File: config.mk
export PLATFORM = sky130hd
export DESIGN_NAME = uart_tx_arbiter
export DESIGN_NICKNAME = d
export VERILOG_FILES = /design/src/rtl/uart_tx_arbiter.sv
export SDC_FILE = /design/constraint.sdc
export NUM_CORES = 1
export LEC_CHECK = 0
export ABC_AREA = 1
export CAP_MARGIN = 20
export CORE_MARGIN = 1
export CORE_UTILIZATION = 45
export CTS_BUF_LIST = sky130_fd_sc_hd__clkbuf_16
export CTS_CLUSTER_SIZE = 8
export DETAILED_ROUTE_END_ITERATION = 6
export GPL_TIMING_DRIVEN = 0
export PLACE_DENSITY = 0.87
export SYNTH_ARGS = -nofsm -noshare
export SYNTH_HDL_FRONTEND = slang
export SYNTH_SLANG_ARGS = --single-unit
File: constraint.sdc
create_clock -name CLK -period 4.9 [get_ports CLK]
set_input_delay 0.49 -clock CLK [delete_from_list [all_inputs] [get_ports CLK]]
set_output_delay 0.49 -clock CLK [all_outputs]
set_load 0.02 [all_outputs]
File: src/rtl/uart_tx_arbiter.sv
// uart_tx_arbiter: shares one uart_send transmitter among N_REQ byte producers.
// Round-robin grant per packet, DATA/DATA_READY handshake per byte, and an
// abort if the transmitter never takes a byte while it reports idle.
//
// state | meaning
// ------+----------------------------------------------------------------
// ARB   | pick the next requester round-robin once the transmitter is idle
// START | byte presented on TX_DATA with TX_DATA_READY high, await accept
// DONE  | byte accepted, waiting for the transmitter to return to idle
// HOLD  | mid-packet, grant locked to the current owner for its next byte
module uart_tx_arbiter #(
  parameter int N_REQ       = 4,
  parameter int ACK_TIMEOUT = 255
) (
  input  logic               CLK,
  input  logic               RST,
  input  logic [8*N_REQ-1:0] REQ_DATA,
  input  logic [N_REQ-1:0]   REQ_VALID,
  input  logic [N_REQ-1:0]   REQ_LAST,
  output logic [N_REQ-1:0]   REQ_READY,
  output logic [7:0]         TX_DATA,
  output logic               TX_DATA_READY,
  input  logic               TX_IDLE,
  output logic [N_REQ-1:0]   GRANT,
  output logic               BUSY,
  output logic               TIMEOUT_ERR
);

  localparam int PTR_W = $clog2(N_REQ);
  localparam int CNT_W = $clog2(ACK_TIMEOUT + 1);
  // The counter reaches ACK_TIMEOUT on the edge where it currently holds this value.
  localparam logic [CNT_W-1:0] CNT_LAST = CNT_W'(ACK_TIMEOUT - 1);
  localparam logic [N_REQ-1:0] ONE_HOT0 = N_REQ'(1);

  typedef enum logic [1:0] {
    ST_ARB   = 2'd0,
    ST_START = 2'd1,
    ST_DONE  = 2'd2,
    ST_HOLD  = 2'd3
  } state_t;

  state_t           state;
  logic [PTR_W-1:0] ptr;
  logic [PTR_W-1:0] owner;
  logic [CNT_W-1:0] cnt;
  logic             last_q;

  logic             win_found;
  logic [PTR_W-1:0] win_idx;
  logic [PTR_W-1:0] sel_idx;
  logic [7:0]       sel_data;
  logic             sel_last;
  logic             xfer;
  logic [PTR_W-1:0] next_ptr;

  // Modulo-N_REQ add; operands are already below N_REQ so one subtract suffices
  // and non-power-of-2 counts wrap correctly.
  function automatic logic [PTR_W-1:0] idx_add(input logic [PTR_W-1:0] base, input int off);
    int sum;
    sum = int'(base) + off;
    if (sum >= N_REQ) sum = sum - N_REQ;
    return PTR_W'(sum);
  endfunction

  // Round-robin search: first valid requester at or after ptr.
  always_comb begin
    win_found = 1'b0;
    win_idx   = '0;
    for (int k = 0; k < N_REQ; k++) begin
      if (!win_found && REQ_VALID[idx_add(ptr, k)]) begin
        win_found = 1'b1;
        win_idx   = idx_add(ptr, k);
      end
    end
  end

  // Ready goes to the arbitration winner in ARB or to the locked owner in HOLD;
  // held low during reset so no byte is consumed that the reset would drop.
  always_comb begin
    REQ_READY = '0;
    if (!RST) begin
      if (state == ST_ARB) begin
        if (win_found && TX_IDLE) REQ_READY[win_idx] = 1'b1;
      end else if (state == ST_HOLD) begin
        REQ_READY[owner] = TX_IDLE;
      end
    end
  end

  // Byte/last mux for whichever requester can transfer this cycle.
  always_comb begin
    sel_idx  = (state == ST_HOLD) ? owner : win_idx;
    sel_data = REQ_DATA[8*int'(sel_idx) +: 8];
    sel_last = REQ_LAST[sel_idx];
    xfer     = |(REQ_VALID & REQ_READY);
    next_ptr = idx_add(owner, 1);
  end

  assign BUSY = (state != ST_ARB);

  // Sequencer: grant, present byte, wait for accept and completion, release.
  always_ff @(posedge CLK) begin
    if (RST) begin
      state         <= ST_ARB;
      ptr           <= '0;
      owner         <= '0;
      cnt           <= '0;
      last_q        <= 1'b0;
      TX_DATA       <= '0;
      TX_DATA_READY <= 1'b0;
      GRANT         <= '0;
      TIMEOUT_ERR   <= 1'b0;
    end else begin
      TIMEOUT_ERR <= 1'b0;
      case (state)
        ST_ARB: begin
          if (xfer) begin
            TX_DATA       <= sel_data;
            TX_DATA_READY <= 1'b1;
            GRANT         <= ONE_HOT0 << win_idx;
            owner         <= win_idx;
            last_q        <= sel_last;
            cnt           <= '0;
            state         <= ST_START;
          end
        end
        ST_START: begin
          // Accept takes priority over the timeout on the same cycle.
          if (!TX_IDLE) begin
            TX_DATA_READY <= 1'b0;
            cnt           <= '0;
            state         <= ST_DONE;
          end else if (cnt == CNT_LAST) begin
            TX_DATA_READY <= 1'b0;
            cnt           <= '0;
            TIMEOUT_ERR   <= 1'b1;
            GRANT         <= '0;
            ptr           <= next_ptr;
            state         <= ST_ARB;
          end else begin
            cnt <= cnt + 1'b1;
          end
        end
        ST_DONE: begin
          if (TX_IDLE) begin
            if (last_q) begin
              GRANT <= '0;
              ptr   <= next_ptr;
              state <= ST_ARB;
            end else begin
              state <= ST_HOLD;
            end
          end
        end
        ST_HOLD: begin
          if (xfer) begin
            TX_DATA       <= sel_data;
            TX_DATA_READY <= 1'b1;
            last_q        <= sel_last;
            cnt           <= '0;
            state         <= ST_START;
          end
        end
        default: state <= ST_ARB;
      endcase
    end
  end

endmodule

---- Yosys cells after proc, flatten, opt, wreduce, memory -nomap -nowiden ----
Cells that the tools add are included.
storage, ports and cells
  output and inout bits ................... 19
  bits in writable memories ............... 0
  memory bits (read-only) ................. 0
  latch bits .............................. 0
  input port bits ......................... 43
  memories ................................ 0
  bits in registers ....................... 29
cells by class
  add/sub/neg operators ................... 10
  divide/modulo/power cells ............... 0
  multiplexer cells ....................... 58
  reduce and logical (&&, ||, !) cells .... 24
  bitwise logic cells ..................... 4
  order comparisons ....................... 14
  multipliers ............................. 0
  equality and inequality tests ........... 11
  shifts and indexed selects .............. 2
operator list
  cell                                                 count
  two-way mux 2 bit                                    19
  two-way mux 4 bit                                    9
  indexed part select 32 x 6 -> 8 bit                  1
  two-way mux 8 bit                                    3
  < comparator 2 x 3 -> 1 bit (second input constant)  7
  one-hot mux 8 bit (2 select lines)                   1
  two-way mux 1 bit                                    15
  >= comparator 3 bit (second input constant)          4
  one-hot mux 4 bit (3 select lines)                   1
  binary-select mux 1 bit (select 2 bit)               5
  != test 2 bit (second input constant)                5
  subtractor 2 x 1 -> 2 bit (second input constant)    5
  adder 8 x 1 -> 8 bit (second input constant)         1
  AND 4 bit                                            2
  equality test 8 bit (second input constant)          1
  adder 2 x 1 -> 3 bit (second input constant)         2
  adder 2 x 2 -> 3 bit (second input constant)         2
  logical AND 1 bit                                    6
  one-hot mux 2 bit (3 select lines)                   1
  AND reduction 2 bit                                  3
  AND reduction 3 bit                                  2
  AND reduction 6 bit                                  1
  nonzero test 2 bit                                   3
  AND reduction 5 bit                                  1
  17 further kinds                                     23

---- Longest topological paths before layout ----
  depth after elaboration ................. 25
  gate-level depth with buffers ........... 20
  depth with buffers taken out ............ 19

---- Least setup slack after synthesis ----
OpenSTA, ideal clock, no wires.
  path kind ............................... input-to-output
  start point ............................. input REQ_VALID[3]
  end point ............................... output REQ_READY[3]
  stages on the path ...................... 13
  path slack .............................. 2.663 ns
  data arrival time ....................... 1.747 ns
  cells stage by stage .................... inv_1 nand2_1 nand3_1 nand2_1 nor2_4 nand3_2 nand3_2 nand2_2 nor2_1 nand2_1 nand2_1 nand2_1 nor2_1
on the way
  longest elaborated chain between the ends .. 19
ends and longest elaborated chain
  what                                                                                                      RTL line  text
  start, declared                                                                                           18        input logic [N_REQ-1:0] REQ_VALID,
  binary-select mux 1 bit (select 2 bit)                                                                    70        if (!win_found && REQ_VALID[idx_add(ptr, k)]) begin
  two-way mux 1 bit (not written as such)                                                                   70
  two-way mux 1 bit                                                                                         70
  zero test 1 bit                                                                                           70
  logical AND 1 bit                                                                                         70
  two-way mux 1 bit                                                                                         70
  zero test 1 bit                                                                                           70
  logical AND 1 bit                                                                                         70
  (+3 left out)                                                                                             --
  two-way mux 2 bit                                                                                         70
  < comparator 2 x 3 -> 1 bit (not written as such) / >= comparator 2 x 1 -> 1 bit (equally long branches)  83        if (win_found && TX_IDLE) REQ_READY[win_idx] = 1'b1;
  logical AND 1 bit (not written as such)                                                                   83
  two-way mux 1 bit (not written as such)                                                                   83
  demux 1 bit (select 2 bit)                                                                                83
  two-way mux 4 bit *                                                                                       83
  two-way mux 4 bit *                                                                                       82        if (state == ST_ARB) begin
  two-way mux 4 bit *                                                                                       81        if (!RST) begin
  end, declared                                                                                             20        output logic [N_REQ-1:0] REQ_READY,
Every way passes the cells marked *; elsewhere a longest branch is shown, timed or not. The select of a mux whose other input is x is not followed.

---- Worst setup path after layout ----
Ends and elaborated chain as after synthesis.

==> flow_results.org <==
** Outcome
- The run finished with clean final reports.

** Synthesis
- Of the total synthesized cell area, the portion taken by full adders, half adders and majority gates is 6.31%.
- Of the total synthesized cell area, the portion taken by XOR and XNOR cells is 0.803%.
- Synthesis inferred 29 register bits.
- Number of flops mapped to enable cells by yosys :: 0
- Most common flop cell mapped by yosys :: sky130_fd_sc_hd__dfxtp_1
- Synth Instances :: 355
- Cell accounting for the most synthesized area :: sky130_fd_sc_hd__dfxtp_1
- Syn_nets :: 409
- Yosys synthesis warning count :: 0
- Fraction of the mapped netlist area in simple logic gates :: 40.6%
- Synth top area cells :: sky130_fd_sc_hd__dfxtp_1 (27%), sky130_fd_sc_hd__nor2_1 (13%), sky130_fd_sc_hd__nand2_1 (11%), sky130_fd_sc_hd__o21ai_0 (7.8%), sky130_fd_sc_hd__nand3_1 (7.1%)
- Synthesized-area fraction occupied by ao, oa, aoi and oai cells :: 16.4%
- For this run, asynchronously set or reset flops after synthesis account for 0%.
- Library cell with the highest instance count after synthesis :: sky130_fd_sc_hd__nor2_1
- After synthesis, flip-flops and latches occupy 26.6% of the total area.
- Mux share of post-synthesis cell area :: 0%
- Cell types with the highest counts after synthesis :: sky130_fd_sc_hd__nor2_1 (73), sky130_fd_sc_hd__nand2_1 (65), sky130_fd_sc_hd__inv_1 (35)
- The synthesized netlist contains 28 unique library cells.
- The share of synthesized area in the top cell type comes to 26.6%.
- Dominant combinational cell family by area after synthesis :: simple AND/OR/NAND/NOR gates
- In this run the cell area of the synthesized design comes to 2180 µm².
- Dividing the synthesized area by the synthesized cell count gives 6.14 µm².

** Setup path
- Setup slack on the worst reg-to-reg path comes out at 2440 ps.
- Counting stages on the worst path, the most repeated cell is sky130_fd_sc_hd__nand2_1.
- Data arrival time of the worst path :: 2830 ps
- Start point of the critical path :: REQ_VALID[3]
- Type of the worst setup path :: in2out
- Startpoint of the worst-slack reg-to-reg timing path :: ptr[1]$_SDFFE_PP0P_
- Required time worst endpoint :: 4410 ps
- The critical path goes through clkdlybuf4s50_1 -> nand2_1 -> nand2_1 -> inv_1 -> o21ai_0 -> nand3_2 -> nand3_2 -> nand2_2 -> nor2_1 -> nand2_1 -> nand2_1 -> nand2_1 -> nor2_1 -> clkdlybuf4s50_1.
- Critical Path Slowest Stage Cell :: sky130_fd_sc_hd__clkdlybuf4s50_1
- Reg-to-Reg End :: last_q$_SDFFE_PP0P_
- CP max FO :: 7
- Count of cells along the worst register-to-register path :: 16
- In this design, the stage delay of the slowest critical-path cell is 610 ps.
- STA classifies the critical path startpoint as a primary input.
- Grouping stages by cell kind, the critical path spends the most delay in buffers and inverters.
- The worst setup path is captured at an output pin.
- Crit path capture :: REQ_READY[3]
- Critical path buffers and inverters :: 3
- The critical path runs through a total of 14 cells.

** Clock network
- No sink is reached through more buffers than the 2 on the longest clock path.
- CTS clk-pin slew, worst paths :: 40 ps
- Root buffer selected by CTS :: sky130_fd_sc_hd__clkbuf_16
- The number of gates resized after CTS was 0.
- The clock drives 29 sinks.
- The later pin in the worst-skew pair is clocked with a latency of 270 ps.
- The number of hold buffers added after CTS was 0.
- Setup Fix Bufs, Post-CTS :: 0
- In this run, CTS created clock tree buffers numbering 5.
- TritonCTS built the clock tree.
- H-tree depth :: 2

** Global routing
- M3 GR Usage :: 8.02%
- The first global-routing pass estimated 9.37 mm of wire.
- Entering global routing, the biggest net connects 11 pins.
- The number of global-route vias before repair was 2,311.
- Met1 usage :: 26.4%
- Layer with the highest usage :: met2
- GRT Total Usage :: 22.6%
- GRT overflow :: 0
- The number of antenna violations at the first check in global routing is 0.
- In the global route stage, met2 resource usage came out at 39.0%.

** Floorplan
- Initial Utilization :: 48.4%
- Horizontal die dimension :: 71.6 µm
- I/O pin count :: 62
- The floorplan has 24 rows.
- Vert. Die Dim :: 71.6 µm
- In this run the standard cell core region covers 4500 µm².
- Die ar. :: 5130 µm²

** Timing
- For this run, the top clock speed supported by timing is 301 MHz.
- Ratio of final minimum period to clock period :: 67.8%
- Pins over their slew limit :: 0
- Setup repair after global routing left no endpoint under its margin.
- Pin slew with the least headroom to its limit :: 515 ps
- The tightest hold path in the finished design has a slack of 451 ps.
- Hold violation total from the final report :: 0
- Setup violations remaining at the end of the flow were counted as 0.
- Headroom to the max-slew limit came out at 65.6%.
- Final clock skew :: 3.08 ps
- After routing, the total negative slack on setup checks comes to 0 ps.
- Counting I/O delays and the setup requirement, the final critical path takes 3320 ps.

** Finish
- Summing all multi-input logic gate instances after layout gives 1400 µm².
- For this run, the number of standard cells in the final layout without fillers is 475.
- 0 antenna diodes ended up in the layout.
- The area growth from synthesis to layout is 36.8%.
- Fraction of layout cells with a size suffix above 1 :: 8.04%
- Number of nets in the finished design :: 476
- Layout fillers :: 401
- Sequential Area :: 581 µm²

** Detailed routing
- Aggregate routed wire length :: 5.46 mm
- For this run, design rule violations remaining after detail routing come to 0.
- Total number of vias :: 2,476
- Number of detailed-routing iterations run before antenna repair :: 5
- After detailed routing, the number of vias per cell comes to 5.21.
- WL/cell :: 11.5 µm
- The count of nets left with antenna violations once routing finished came out at 0.
- Drt first-iter violations :: 126

** Flow run
- The tool flagged a number of max-cap violations equal to 0.

** Power
- Max VDD drop :: 0.382 mV
- Summed over all cells, the static leakage comes to 0.00132 µW.
- Overall power consumption after layout is estimated at 2030 µW.
- Power density over the cells :: 681 nW/µm²

** Placement
- Number of I/O port buffers :: 60
- At the end of routability-driven placement, the weighted congestion stood at 0.847.
- Count of placed standard cells including taps :: 467
- The HPWL after detailed placement is 4.24 mm.

** Min path
- Worst hold path class :: reg2reg
[cell families after synthesis]
group | Yosys count
simple gates | 195
xor+xnor | 2
flops | 29
fa+ha+maj | 11
buf+inv | 50
compound gates | 68
[worst min-delay path by stage]
stage                                     from  cells past startpoint  slack, ps                    endpoint
finish              TX_DATA_READY$_SDFFE_PP0P_                      2        450  TX_DATA_READY$_SDFFE_PP0P_
CTS                 TX_DATA_READY$_SDFFE_PP0P_                      2        450  TX_DATA_READY$_SDFFE_PP0P_
floorplan                  cnt[5]$_SDFFE_PP0P_                      2        460         cnt[5]$_SDFFE_PP0P_
global placement    TX_DATA_READY$_SDFFE_PP0P_                      2        440  TX_DATA_READY$_SDFFE_PP0P_
global route        TX_DATA_READY$_SDFFE_PP0P_                      2        490  TX_DATA_READY$_SDFFE_PP0P_
detailed placement  TX_DATA_READY$_SDFFE_PP0P_                      2        440  TX_DATA_READY$_SDFFE_PP0P_
[through the flow]
step | instance area (µm²) | utilization (%) | worst slack (ps)
floorplan | 2180 | - | 2660
global route | 2980 | 66.3 | 1330
finish | 2980 | 66.3 | 1580
global placement | 2850 | 63.2 | 1590
CTS | 2980 | 66.3 | 1540
detailed placement | 2850 | 63.2 | 1550
[placed cells by master (no fill, tap or decap), types with 3 or more instances in the layout]
cell and count:
sky130_fd_sc_hd__ha_1 11, sky130_fd_sc_hd__a21oi_1 21, sky130_fd_sc_hd__clkbuf_1 7, sky130_fd_sc_hd__nor2_1 73
sky130_fd_sc_hd__o21ai_1 10, sky130_fd_sc_hd__o21ai_0 34, sky130_fd_sc_hd__inv_2 4, sky130_fd_sc_hd__dfxtp_1 29
sky130_fd_sc_hd__nand3_1 31, sky130_fd_sc_hd__inv_1 35, sky130_fd_sc_hd__nand4_1 5, sky130_fd_sc_hd__nand3_2 3
sky130_fd_sc_hd__clkdlybuf4s50_1 60, sky130_fd_sc_hd__nand2_4 3, sky130_fd_sc_hd__nand2_2 8, sky130_fd_sc_hd__clkbuf_16 5
sky130_fd_sc_hd__nand2_1 65
[power by group]
part,internal [µW],switching (µW)
clock,182,96.3
sequential,310,51.7
combinational,501,891
total,994,1040
[registers in the layout (all words and copies together), names as in the netlist]
signal         cells
TX_DATA            8
last_q             1
TX_DATA_READY      1
state              2
GRANT              4
TIMEOUT_ERR        1
cnt                8
owner              2
ptr                2
[tightest hold or removal path, cell delays in order, from the launching register on]
cell,delay [ps]
sky130_fd_sc_hd__dfxtp_1,310
sky130_fd_sc_hd__inv_1,50
sky130_fd_sc_hd__a21oi_1,50
[metal layers]
metal	vias to the layer above	share of wire, %
li1	1281	-
met1	1106	42
met2	84	49
met3	5	8.0
met4	0	0.62
met5	-	0
[final cells by class]
type	instances	area share, %
repair buffers	60	20.1
clock buffers	5	4.19
flip-flops and latches	29	19.5
clock inverters	3	0.419
multi-input cells	276	46.8
well taps	52	2.18
plain buffers	10	1.68
inverters	40	5.12
No activity file was read; power rests on OpenSTA's default activity.
